--- src/rtl/mul_req_scheduler.sv ---
// Round-robin scheduler sharing one external 32/2x16/4x8 vector multiplier among NUM_REQ requesters.
// Define MUL_SCHED_STATS_EN to add saturating issue/conflict counters.
module mul_req_scheduler #(
  parameter int NUM_REQ     = 4,
  parameter int MUL_LATENCY = 1
) (
  input  logic                  clk,
  input  logic                  rst,
  input  logic [NUM_REQ-1:0]    req_valid,
  output logic [NUM_REQ-1:0]    req_ready,
  input  logic [NUM_REQ*32-1:0] req_a,
  input  logic [NUM_REQ*32-1:0] req_b,
  input  logic [NUM_REQ*2-1:0]  req_precision,
  output logic [NUM_REQ-1:0]    rsp_valid,
  input  logic [NUM_REQ-1:0]    rsp_ready,
  output logic [NUM_REQ*64-1:0] rsp_data,
  output logic [NUM_REQ-1:0]    rsp_err,
  output logic [31:0]           mul_operand_a,
  output logic [31:0]           mul_operand_b,
  output logic [1:0]            mul_precision,
  input  logic [63:0]           mul_result
`ifdef MUL_SCHED_STATS_EN
  ,
  output logic [31:0]           stat_issue_cnt,
  output logic [31:0]           stat_conflict_cnt
`endif
);
  // Handshakes: a request transfers on a clock edge where req_valid[i] && req_ready[i];
  // a response transfers on an edge where rsp_valid[i] && rsp_ready[i]. Valid never waits on ready.
  localparam int TAG_W = $clog2(NUM_REQ);

  logic [NUM_REQ-1:0]    r_pending;
  logic [TAG_W-1:0]      r_ptr;
  logic [NUM_REQ-1:0]    r_rsp_valid;
  logic [NUM_REQ-1:0]    r_rsp_err;
  logic [NUM_REQ*64-1:0] r_rsp_data;
  logic [MUL_LATENCY-1:0] r_pipe_vld;
  logic [TAG_W-1:0]      r_pipe_tag [MUL_LATENCY];

  logic [NUM_REQ-1:0] w_elig;
  logic [NUM_REQ-1:0] w_grant;
  logic [TAG_W-1:0]   w_idx;
  logic [TAG_W-1:0]   w_gnt_idx;
  logic               w_found;
  logic [1:0]         w_gnt_prec;
  logic               w_illegal;
  logic               w_issue;
  logic               w_tail_vld;
  logic [TAG_W-1:0]   w_tail_tag;

  assign w_elig = req_valid & ~r_pending;

  // Search upward from the pointer with wrap; nothing is granted while reset is held.
  always_comb begin
    w_grant   = '0;
    w_gnt_idx = '0;
    w_found   = 1'b0;
    w_idx     = '0;
    for (int k = 0; k < NUM_REQ; k++) begin
      w_idx = TAG_W'((int'(r_ptr) + k) % NUM_REQ);
      if (!w_found && rst && w_elig[w_idx]) begin
        w_found   = 1'b1;
        w_gnt_idx = w_idx;
      end
    end
    if (w_found) w_grant[w_gnt_idx] = 1'b1;
  end

  assign w_gnt_prec = req_precision[2*w_gnt_idx +: 2];
  assign w_illegal  = w_found && (w_gnt_prec == 2'b11);
  assign w_issue    = w_found && !w_illegal;

  assign req_ready     = w_grant;
  assign mul_operand_a = w_issue ? req_a[32*w_gnt_idx +: 32] : '0;
  assign mul_operand_b = w_issue ? req_b[32*w_gnt_idx +: 32] : '0;
  assign mul_precision = w_issue ? w_gnt_prec : 2'b10;

  assign w_tail_vld = r_pipe_vld[MUL_LATENCY-1];
  assign w_tail_tag = r_pipe_tag[MUL_LATENCY-1];

  always_ff @(posedge clk or negedge rst) begin
    if (!rst) begin
      r_pipe_vld <= '0;
      for (int s = 0; s < MUL_LATENCY; s++) r_pipe_tag[s] <= '0;
    end else begin
      r_pipe_vld[0] <= w_issue;
      r_pipe_tag[0] <= w_gnt_idx;
      for (int s = 1; s < MUL_LATENCY; s++) begin
        r_pipe_vld[s] <= r_pipe_vld[s-1];
        r_pipe_tag[s] <= r_pipe_tag[s-1];
      end
    end
  end

  always_ff @(posedge clk or negedge rst) begin
    if (!rst) begin
      r_ptr <= '0;
    end else if (w_found) begin
      r_ptr <= (w_gnt_idx == TAG_W'(NUM_REQ-1)) ? '0 : w_gnt_idx + TAG_W'(1);
    end
  end

  // Pending blocks a second op until the slot drains, so a slot write never meets a full slot.
  always_ff @(posedge clk or negedge rst) begin
    if (!rst) begin
      r_pending   <= '0;
      r_rsp_valid <= '0;
      r_rsp_err   <= '0;
      r_rsp_data  <= '0;
    end else begin
      for (int i = 0; i < NUM_REQ; i++) begin
        if (r_rsp_valid[i] && rsp_ready[i]) begin
          r_rsp_valid[i]          <= 1'b0;
          r_rsp_err[i]            <= 1'b0;
          r_rsp_data[64*i +: 64]  <= '0;
          r_pending[i]            <= 1'b0;
        end
        if (w_tail_vld && (w_tail_tag == TAG_W'(i))) begin
          r_rsp_valid[i]          <= 1'b1;
          r_rsp_err[i]            <= 1'b0;
          r_rsp_data[64*i +: 64]  <= mul_result;
        end
        if (w_illegal && (w_gnt_idx == TAG_W'(i))) begin
          r_rsp_valid[i]          <= 1'b1;
          r_rsp_err[i]            <= 1'b1;
          r_rsp_data[64*i +: 64]  <= '0;
        end
        if (w_grant[i]) r_pending[i] <= 1'b1;
      end
    end
  end

  assign rsp_valid = r_rsp_valid;
  assign rsp_err   = r_rsp_err;
  assign rsp_data  = r_rsp_data;

`ifdef MUL_SCHED_STATS_EN
  logic [31:0] r_issue_cnt;
  logic [31:0] r_conflict_cnt;
  logic        w_conflict;

  assign w_conflict = |(w_elig & (w_elig - NUM_REQ'(1)));

  always_ff @(posedge clk or negedge rst) begin
    if (!rst) begin
      r_issue_cnt    <= '0;
      r_conflict_cnt <= '0;
    end else begin
      if (w_found && (r_issue_cnt != 32'hFFFF_FFFF)) r_issue_cnt <= r_issue_cnt + 32'd1;
      if (w_conflict && (r_conflict_cnt != 32'hFFFF_FFFF)) r_conflict_cnt <= r_conflict_cnt + 32'd1;
    end
  end

  assign stat_issue_cnt    = r_issue_cnt;
  assign stat_conflict_cnt = r_conflict_cnt;
`endif

endmodule
--- config.mk ---
export PLATFORM = sky130hd
export DESIGN_NAME = mul_req_scheduler
export DESIGN_NICKNAME = d
export VERILOG_FILES = /design/src/rtl/mul_req_scheduler.sv
export SDC_FILE = /design/constraint.sdc
export NUM_CORES = 1
export LEC_CHECK = 0
export CELL_PAD_IN_SITES_DETAIL_PLACEMENT = 0
export CELL_PAD_IN_SITES_GLOBAL_PLACEMENT = 2
export CORE_AREA = 2 2 261 263
export DETAILED_ROUTE_END_ITERATION = 7
export DIE_AREA = 0 0 263 265
export GPL_TIMING_DRIVEN = 0
export PLACE_DENSITY_LB_ADDON = 0.1
export SLEW_MARGIN = 5
export SYNTH_ARGS = -nofsm -noshare
export SYNTH_HDL_FRONTEND = slang
export SYNTH_SLANG_ARGS = --single-unit
--- constraint.sdc ---
create_clock -name clk -period 3.2 [get_ports clk]
set_input_delay 0.64 -clock clk [delete_from_list [all_inputs] [get_ports clk]]
set_output_delay 0.64 -clock clk [all_outputs]
set_load 0.005 [all_outputs]
==> results.sh <==
export IMPL_outcome="finished, violations left"
export IMPL_violations="negative setup slack"
export IMPL_synth_edf_count=0
export IMPL_drc=0
export IMPL_fillCellCount=6590
export IMPL_grt_pass1_wl_mm=139
export IMPL_routed_wl_mm=98.8
export IMPL_ir_drop_uv=353
export IMPL_synth_net_count=1885
export IMPL_grt_ovfl_total=0
export IMPL_port_buffers=671
export IMPL_dieArea_um2=69700
export IMPL_ys_top_cells_by_count="nand2_1 (283), dfrtp_1 (273), nand3_1 (261)"
export IMPL_core_um2=66800
export IMPL_clockBufferDepth=3
export IMPL_fin_nets=2700
export IMPL_synth_flop_cell="dfrtp_1"
export IMPL_slowest_delay_ns=0.43
export IMPL_start_kind="primary input"
export IMPL_cts_root_buf="clkbuf_16"
export IMPL_ys_seq_area_share_pct=45.6
export IMPL_syn_area_um2=15000
export IMPL_synth_area_leader_cell="dfrtp_1"
export IMPL_power_mw=22.3
export IMPL_finalCriticalPeriod_ns=3.53
export IMPL_clkLatencyLatePin_ns=0.53
export IMPL_drt_pass1_iterations=5
export IMPL_fp_dieW_um=263
export IMPL_crit_start="req_valid[1]"
export IMPL_path_cells="dlygate4sd2_1 > and2b_4 > o311a_1 > a221o_1 > o211ai_4 > buf_6 > buf_12 > bufbuf_16 > o32ai_2 > buf_2"
export IMPL_clock_skew_ns=0.0199
export IMPL_clkSinkCount=273
export IMPL_ant_nets=0
export IMPL_cts_tree="built"
export IMPL_yosysWarnings=0
export IMPL_routed_via_density=5.35
export IMPL_ctsHtreeMaxLevel=2
export IMPL_grt_setup_unrepaired="yes"
export IMPL_drt_iter0_markers=1447
export IMPL_powerDensity_nw_per_um2=835
export IMPL_hold_class="primary input to async pin"
export IMPL_setup_viol=69
export IMPL_endpoint_kind="primary output"
export IMPL_grt_pass1_vias=17600
export IMPL_path_max_fanout=8
export IMPL_drive_above_1_share_pct=19.5
export IMPL_gp_congestion=0.876
export IMPL_grt_util_all_layers_pct=27.4
export IMPL_timing_fmax_mhz=283
export IMPL_grt_antenna_before_repair=11
export IMPL_worstSetupPathType="primary input to primary output"
export IMPL_yosys_top_cells_area="dfrtp_1 (46%), a32oi_1 (15%), nand3_1 (8.7%)"
export IMPL_r2r_slack_ns=0.04
export IMPL_dp_hpwl_mm=73.0
export IMPL_p_leak_nw=11.0
export IMPL_r2r_start="r_pending[1]$_DFFE_PN0P_"
export IMPL_arrival_ns=2.89
export IMPL_std_cell_rows=95
export IMPL_fin_ws_ns=-0.333
export IMPL_post_drt_wl_per_cell_um=30.3
export IMPL_fin_setup_tns_ns=-15.38
export IMPL_fin_util_pct=39.9
export IMPL_netlist_area_leader_share_pct=45.6
export IMPL_grt_max_degree=75
export IMPL_synthToLayoutAreaGrowth_pct=77.9
export IMPL_die_y_um=265
export IMPL_slew_violations=0
export IMPL_yosysUniqueCellTypes=48
export IMPL_start_util_pct=22.4
export IMPL_required_ns=2.56
export IMPL_syn_area_per_cell_um2=9.70
export IMPL_final_hold_violation_count=0
export IMPL_cap_violations=0
export IMPL_netlist_instances=1543
export IMPL_max_slew_margin_rel_pct=14.9
export IMPL_vias=17400
export IMPL_period_share_pct=110
export IMPL_numCtsBuffers=34
export IMPL_ys_ff_latch=273
export IMPL_async_reset_ff_share_pct=100
export IMPL_slowest_stage="a221o_1"
export IMPL_ioPinCount=672
export IMPL_synth_most_common_cell="nand2_1"
export IMPL_path_clk_slew_ns=0.06
export IMPL_tightest_slew_ns=1.28
[cells by family after synthesis]
logic type	after synthesis	share of synthesized area, %
AND/OR/NAND/NOR	570	17.0
AO/OA/AOI/OAI	357	21.9
flip-flops	273	45.6
buffers and inverters	210	6.50
multiplexers	129	8.62
adder cells (fa/ha/maj)	4	0.334
[worst paths after layout]
check                                            endpoint  cells after the start
worst max-delay path                    mul_operand_b[27]                     10
worst min-delay path            rsp_data[220]$_DFFE_PN0P_                      1
worst max register to register   rsp_data[95]$_DFFE_PN0P_                     12
worst min register to register   r_pending[2]$_DFFE_PN0P_                      2
max in group asynchronous       rsp_data[227]$_DFFE_PN0P_                      2
min in group clk                 r_pending[2]$_DFFE_PN0P_                      2
[state kept, by name, indices dropped and copies added, names as in the netlist]
signal      count
r_pipe_vld      1
r_pipe_tag      2
r_pending       4
rsp_data      256
r_ptr           2
rsp_valid       4
rsp_err         4
[what timing repair did]
| item | 4_1_cts | 5_1_grt |
|---|---|---|
| buffers inserted | 79 | 9 |
| hold buffers | 1 | 0 |
| gates cloned | 19 | 2 |
| pin swaps | 47 | 9 |
| setup endpoints to repair | 335 | 117 |
| endpoints found under the hold margin | 9 | 0 |
| resized for setup | 583 | 63 |
[per-layer routing]
layer	part of all wire [%]	global-route usage, %
met4	1.1	3.44
met2	45	42.1
met1	46	38.7
met5	0.053	0
met3	8.5	8.27
[critical path: cells and delay by family]
kind / cells / cell delay, ns
AO/OA/AOI/OAI: 4 / 1.03
buffers and inverters: 5 / 0.99
AND/OR/NAND/NOR: 1 / 0.22
[cell type report]
cell class	instances	area (um^2)	area share [%]
Clock inverter	5	75.1	0.282
Buffer	200	1370	5.15
Antenna cell	7	17.5	0.0657
Multi-Input combinational cell	1060	8140	30.6
Tap cell	873	1090	4.10
Timing Repair Buffer	782	8030	30.1
Inverter	7	38.8	0.146
Clock buffer	54	1040	3.90
Sequential cell	273	6840	25.7
[cell usage in the layout, fill, tap and decap left out, types with 36 or more instances in the layout]
cell,n
buf_4,46
clkbuf_1,113
buf_2,109
dfrtp_1,270
nand2_1,279
nand3_1,261
a32oi_1,256
o32ai_2,40
clkdlybuf4s50_1,596
mux2i_1,86
clkbuf_16,45
buf_12,36
[report_power, final]
part / switching [mW] / leakage, nW / internal [mW]
combinational: 6.41 / 6.81 / 6.35
clock: 1.59 / 0.546 / 2.38
sequential: 0.886 / 3.64 / 4.63
total: 8.89 / 11.0 / 13.4
[metrics by stage]
| step | setup WS, ns | cell area (um^2) | hold WS [ns] | std cells |
|---|---|---|---|---|
| final | -0.333 | 26600 | 0.0610 | 3261 |
| after global routing | -0.417 | 26600 | 0.0396 | 3256 |
| after CTS | -0.325 | 26300 | 0.0296 | 3244 |
| after detailed placement | -2.32 | 22800 | 0.466 | 3089 |
| after global placement | -14.34 | 22800 | 0.456 | 3087 |
| after floorplan | 0.122 | 15000 | 0.344 | 1543 |
No activity file was read; power rests on OpenSTA's default activity.
